$ cat src/rtl/sccb_init_sequencer.sv
// Replays a pROM init table to an OV5640 as SCCB 3-phase writes and flags completion.
// Build macro SCCB_ACK_CHECK_EN: a high ACK sample aborts the run with STOP and err=1.
module sccb_init_sequencer #(
  parameter int unsigned CLK_HZ       = 27000000,
  parameter int unsigned SCCB_HZ      = 100000,
  parameter logic [7:0]  DEV_ADDR     = 8'h78,
  parameter int unsigned PWRUP_CYCLES = 540000
) (
  input  logic        clk,
  input  logic        reset,
  input  logic        start,
  output logic [8:0]  rom_ad,
  output logic        rom_ce,
  output logic        rom_oce,
  input  logic [15:0] rom_dout,
  output logic        sccb_scl,
  output logic        sccb_sda_oe,
  input  logic        sccb_sda_i,
  output logic        busy,
  output logic        done,
  output logic        err,
  output logic [7:0]  wr_count
);

  // state   | meaning
  // IDLE    | after reset, waiting for start
  // PWRUP   | sensor power-up delay
  // FETCH_A | register address word addressed
  // FETCH_D | latch address, then latch data word
  // START   | SCCB start condition
  // BYTE    | one data bit per slot, MSB first
  // ACK     | ninth bit slot, SDA released
  // STOP    | SCCB stop condition
  // GAP     | bus idle between writes
  // FIN     | sequence finished, waiting for restart
  typedef enum logic [3:0] {
    IDLE, PWRUP, FETCH_A, FETCH_D, START, BYTE, ACK, STOP, GAP, FIN
  } state_t;

  localparam int unsigned QTR_DIV = CLK_HZ / (4 * SCCB_HZ);
  localparam int unsigned QTR     = (QTR_DIV < 1) ? 1 : QTR_DIV;
  localparam int unsigned QW      = (QTR > 1) ? $clog2(QTR) : 1;
  localparam int unsigned PW      = (PWRUP_CYCLES > 1) ? $clog2(PWRUP_CYCLES) : 1;
  localparam logic [QW-1:0] Q_LOAD  = QW'(QTR - 1);
  localparam logic [PW-1:0] PW_LOAD = PW'(PWRUP_CYCLES - 1);

`ifdef SCCB_ACK_CHECK_EN
  localparam bit ACK_CHECK = 1'b1;
`else
  localparam bit ACK_CHECK = 1'b0;
`endif

  state_t        state, state_nxt;
  logic [QW-1:0] qcnt;
  logic [1:0]    q;
  logic [2:0]    bit_idx;
  logic [1:0]    byte_idx;
  logic [PW-1:0] pw_cnt;
  logic [7:0]    n;
  logic [15:0]   reg_addr;
  logic [7:0]    data;
  logic          fetch_ph;
  logic          nack;
  logic          scl_c, sda_c;
  logic          q_end, slot_end, bus_st;
  logic          clear_run, gap_end, set_done, set_err;
  logic [7:0]    byte_val;
  logic          bit_val;

  assign q_end    = (qcnt == '0);
  assign slot_end = q_end && (q == 2'd3);
  assign bus_st   = (state == START) || (state == BYTE) || (state == ACK) ||
                    (state == STOP)  || (state == GAP);

  assign rom_ad  = {n, (state == FETCH_D)};
  assign rom_ce  = (state == FETCH_A) || (state == FETCH_D);
  assign rom_oce = 1'b1;
  assign busy    = (state != IDLE) && (state != FIN);

  always_comb begin
    byte_val = DEV_ADDR;
    case (byte_idx)
      2'd1:    byte_val = reg_addr[15:8];
      2'd2:    byte_val = reg_addr[7:0];
      2'd3:    byte_val = data;
      default: byte_val = DEV_ADDR;
    endcase
  end

  assign bit_val = byte_val[3'd7 - bit_idx];

  always_ff @(posedge clk or posedge reset) begin
    if (reset) state <= IDLE;
    else       state <= state_nxt;
  end

  always_comb begin
    state_nxt = state;
    scl_c     = 1'b1;
    sda_c     = 1'b0;
    clear_run = 1'b0;
    gap_end   = 1'b0;
    set_done  = 1'b0;
    set_err   = 1'b0;
    case (state)
      IDLE, FIN: begin
        if (start) begin
          clear_run = 1'b1;
          state_nxt = (PWRUP_CYCLES == 0) ? FETCH_A : PWRUP;
        end
      end
      PWRUP:   if (pw_cnt == '0) state_nxt = FETCH_A;
      FETCH_A: state_nxt = FETCH_D;
      FETCH_D: begin
        if (fetch_ph) begin
          if (reg_addr == 16'hFFFF) begin
            state_nxt = FIN;
            set_done  = 1'b1;
          end else begin
            state_nxt = START;
          end
        end
      end
      START: begin
        scl_c = !q[1];
        sda_c = (q != 2'd0);
        if (slot_end) state_nxt = BYTE;
      end
      BYTE: begin
        scl_c = q[1];
        sda_c = !bit_val;
        if (slot_end && (bit_idx == 3'd7)) state_nxt = ACK;
      end
      ACK: begin
        scl_c = q[1];
        if (slot_end) state_nxt = (nack || (byte_idx == 2'd3)) ? STOP : BYTE;
      end
      STOP: begin
        scl_c = (q != 2'd0);
        sda_c = !q[1];
        if (slot_end) begin
          if (nack) begin
            state_nxt = FIN;
            set_done  = 1'b1;
            set_err   = 1'b1;
          end else begin
            state_nxt = GAP;
          end
        end
      end
      GAP: begin
        if (slot_end) begin
          gap_end = 1'b1;
          // 256 entries without a terminator is treated as a corrupt table
          if (n == 8'hFF) begin
            state_nxt = FIN;
            set_done  = 1'b1;
            set_err   = 1'b1;
          end else begin
            state_nxt = FETCH_A;
          end
        end
      end
      default: state_nxt = IDLE;
    endcase
  end

  always_ff @(posedge clk or posedge reset) begin
    if (reset) begin
      qcnt        <= Q_LOAD;
      q           <= '0;
      bit_idx     <= '0;
      byte_idx    <= '0;
      pw_cnt      <= '0;
      n           <= '0;
      reg_addr    <= '0;
      data        <= '0;
      fetch_ph    <= 1'b0;
      nack        <= 1'b0;
      sccb_scl    <= 1'b1;
      sccb_sda_oe <= 1'b0;
      done        <= 1'b0;
      err         <= 1'b0;
      wr_count    <= '0;
    end else begin
      // pins are registered so the bus never sees decode glitches
      sccb_scl    <= scl_c;
      sccb_sda_oe <= sda_c;
      if (!bus_st) begin
        qcnt <= Q_LOAD;
        q    <= '0;
      end else if (q_end) begin
        qcnt <= Q_LOAD;
        q    <= q + 2'd1;
      end else begin
        qcnt <= qcnt - QW'(1);
      end
      if ((state == BYTE) && slot_end) bit_idx  <= bit_idx + 3'd1;
      if ((state == ACK) && slot_end)  byte_idx <= byte_idx + 2'd1;
      if (state == FETCH_A) begin
        fetch_ph <= 1'b0;
        nack     <= 1'b0;
        bit_idx  <= '0;
        byte_idx <= '0;
      end
      if (state == FETCH_D) begin
        fetch_ph <= 1'b1;
        if (!fetch_ph) reg_addr <= rom_dout;
        else           data     <= rom_dout[7:0];
      end
      if ((state == ACK) && (q == 2'd2) && q_end && ACK_CHECK && sccb_sda_i) nack <= 1'b1;
      if (clear_run) begin
        pw_cnt   <= PW_LOAD;
        n        <= '0;
        wr_count <= '0;
        done     <= 1'b0;
        err      <= 1'b0;
      end else if (state == PWRUP) begin
        pw_cnt <= pw_cnt - PW'(1);
      end
      if (gap_end) begin
        if (n != 8'hFF)        n        <= n + 8'd1;
        if (wr_count != 8'hFF) wr_count <= wr_count + 8'd1;
      end
      if (set_done) done <= 1'b1;
      if (set_err)  err  <= 1'b1;
    end
  end

endmodule

$ cat config.mk
export PLATFORM = sky130hd
export DESIGN_NAME = sccb_init_sequencer
export DESIGN_NICKNAME = d
export VERILOG_FILES = /design/src/rtl/sccb_init_sequencer.sv
export SDC_FILE = /design/constraint.sdc
export NUM_CORES = 1
export LEC_CHECK = 0
export CAP_MARGIN = 15
export CORE_ASPECT_RATIO = 0.6
export CORE_MARGIN = 1.5
export CORE_UTILIZATION = 55
export CTS_BUF_LIST = sky130_fd_sc_hd__clkbuf_2
export CTS_CLUSTER_SIZE = 20
export DETAILED_ROUTE_END_ITERATION = 8
export DONT_BUFFER_PORTS = 1
export PLACE_DENSITY_LB_ADDON = 0.3
export SLEW_MARGIN = 20
export SYNTH_ARGS = -nofsm -noshare
export SYNTH_HDL_FRONTEND = slang
export SYNTH_SLANG_ARGS = --single-unit
$ cat constraint.sdc
create_clock -name clk -period 2.4 [get_ports clk]
set_clock_uncertainty 0.15 [all_clocks]
set_input_delay 0.36 -clock clk [delete_from_list [all_inputs] [get_ports clk]]
set_output_delay 0.36 -clock clk [all_outputs]
set_load 0.02 [all_outputs]
==> impl_results.md <==
- Status: finished clean
- Most frequent cell after synthesis: dfrtp_1
- Initial antenna violation count: 0
- FF-to-FF setup slack: ~0.10 ns
- CTS Sinks: 83
- Worst R2R Path Depth: 5
- Clock Latency Late Sink: 0.58 ns
- Via Count: 3440
- Async S/R FF share, synth: 100%
- Final Routed Wirelength: 9.91 mm
- Worst Max-Slew Pin Slew: 0.664 ns
- Area Overhead vs Synth: 13.4%
- Num ports: 44
- Core Footprint: 7420 sq um
- Num CTS Buffers: 9
- Dpl hpwl: 7.18 mm
- Worst hold start: start
- Worst hold slack: 0.0567 ns
- Post-synth EDFFs: 0
- Global route total overflow: 0
- RSZ-0062 raised after global routing: yes
- Die X: 117 um
- WHS Endpoint: pw_cnt[18]
- Pwr per Cell Area: 1070 nW/um^2
- Crit path max fanout: 4
- Final GP Congestion: around 0.91
- Cell taking the most area after synthesis: dfrtp_1
- Met2 Resource Use GR: 37.4%
- Total die area: 8410 sq um
- Req. time, crit path: 2.73 ns
- Max cap viols: 0
- CTS tree: yes
- Final setup vio count: 0
- CTS root buffer: clkbuf_2
- Worst setup EP type: register
- Fmax: 436 MHz
- Synthesized cell area: roughly 4300 sq um
- Top_reg_cell synth: dfrtp_1
- Cell count after synthesis: 428
- Largest net degree at the start of global routing: between 40 and 50
- Port bufs: 0
- Slew HR: 55.3%
- Starting density of the core: around three fifths
- DRT iter0 DRCs: 302
- Post-synth top area share: 46.4%
- Vias in the first global route: 3370
- LEAKAGE: 2.00 nW
- Pre-Repair DR Iteration Count: 7
- Startpoint Class: register
- GRT Max-Usage Layer: met1
- Post-synthesis net count: 461
- Crit share post-route: between 90 and 100%
- Nets@finish: 497
- YS warnings: 0
- Synth area leaders: dfrtp_1 (46%), mux2_2 (6.5%), nand2_1 (4.3%), xnor2_1 (3.9%), ha_1 (3.8%)
- WP data arrival: 2.62 ns
- Met1 Track Usage GR: a little under two fifths
- First-pass GRT wire length: 16.8 mm
- Final total power: 5.25 mW
- Peak VDD IR: 0.520 mV
- H-Tree Level Count: 3
- DRC violations left: 0
- Clock-pin transition on the worst setup and hold timing paths: 0.22 ns
- Min cycle time layout: 2.30 ns
- Syn_area_per_cell: 10.1 sq um
- Grt met3 use: ~7.8%
- Die Height: 71.6 um
- Count of cell types in the netlist: 61
- #FFs+latches synth: 83
- Worst r2r dst: state[0]
- Antenna cells: 0
- Global Route Usage Sum: 25.9%
- Post-synthesis sequential area ratio: 48.2%
- Fin. Hold Viols: 0
- Critical path class: reg -> reg
- Num rows: 24
- DR vias/cell: about 6.0
- Hold crit path type: in -> reg
- Antenna-violating nets left: 0
- Share of cells above drive strength 1: roughly 17%
- Top post-synthesis cells by count: dfrtp_1 (80), nand2_1 (49), nor2_1 (35)
- Hold Path Depth: 2
- Slew Viols, Final: 0
- DR WL/cell: 17.3 um
- Clock Tree Buf Depth: 2
- RR Startpoint: pw_cnt[12]
==> stage by stage <==
step | TNS, ns | worst slack, ns | area (sq um) | util [%] | cells
detailed placement | 0 | 0.128 | 4560 | 61.5 | 537
CTS | 0 | 0.0626 | 4860 | 65.6 | 572
floorplan | 0 | 0.173 | 4320 | - | 428
global placement | 0 | 0.161 | 4560 | 61.5 | 537
global route | -0.0168 | -0.0168 | 4890 | 66.0 | 573
finish | 0 | 0.105 | 4890 | 66.0 | 573
==> registers in the layout (all words and copies together), names as in the netlist <==
signal / flops
err: 1
qcnt: 7
wr_count: 8
fetch_ph: 1
pw_cnt: 20
n: 8
sccb_scl: 1
done: 1
bit_idx: 3
sccb_sda_oe: 1
byte_idx: 2
q: 2
state: 4
reg_addr: 16
data: 8
==> worst max path at each step <==
stage,slack [ns],endpoint,cells after the start,from
after global routing,-0.02,state[2],7,qcnt[0]
after detailed placement,0.13,state[0],5,pw_cnt[10]
after CTS,0.06,rom_ad[0],6,state[3]
after global placement,0.16,state[0],5,pw_cnt[10]
after floorplan,0.17,data[0],7,state[3]
final,0.10,state[0],5,pw_cnt[12]
==> per-layer routing <==
metal / vias to the layer above / routed length (um) / part of all wire [%]
met4: 0 / 146 / 1.5
met3: 18 / 959 / 9.7
met2: 143 / 4120 / 42
li1: 1608 / - / -
met1: 1671 / 4680 / 47
met5: - / 0 / 0
==> cell usage in the layout (no fill, tap or decap), drive strengths merged, types with 10 or more instances in the layout <==
cell type	Yosys	routed
inv	16	15
nand4	10	10
dlygate4sd3	0	18
xnor2	19	19
ha	13	13
nor2	35	35
dfrtp	80	80
nand3	16	16
a21oi	10	10
o21ai	20	20
nor3	13	13
mux2	25	25
nand2	49	49
buf	11	26
clkbuf	8	12
==> where the power goes <==
group | internal (mW) | total [mW] | switching (mW)
Combinational | 0.931 | 2.01 | 1.08
Clock | 0.246 | 0.708 | 0.462
Sequential | 1.90 | 2.53 | 0.633
==> cell families after synthesis <==
| kind of cell | Yosys count | share of synthesized area [%] |
|---|---|---|
| compound gates | 72 | 11.5 |
| xor+xnor | 24 | 4.87 |
| fa+ha+maj | 13 | 3.77 |
| buf+inv | 35 | 3.27 |
| flops | 83 | 48.2 |
| mux | 33 | 8.37 |
| other cells | 1 | 0.0868 |
| simple gates | 167 | 19.9 |
==> worst max-delay path, cell delays in order, from the launching register on <==
cell and delay, ns:
dfrtp_1 0.45, or3_1 0.38, or2_0 0.24, or4_1 0.51
a21o_1 0.24, o22a_2 0.24
==> final cells by class <==
cell class	count	area, sq um
Clock inverter	4	42.5
Inverter	16	63.8
Sequential cell	83	2080
Clock buffer	12	60.1
Tap cell	104	130
Timing Repair Buffer	44	392
Multi-Input combinational cell	310	2130
Fill cell	599	2520
==> what timing repair did <==
item | CTS | global route
pin swaps | 0 | 0
buffers inserted | 1 | 1
endpoints found under the setup margin | 1 | 4
endpoints found under the hold margin | 107 | 0
hold buffers | 18 | 0
resized for setup | 2 | 5
(Power assumes the default switching activity.)
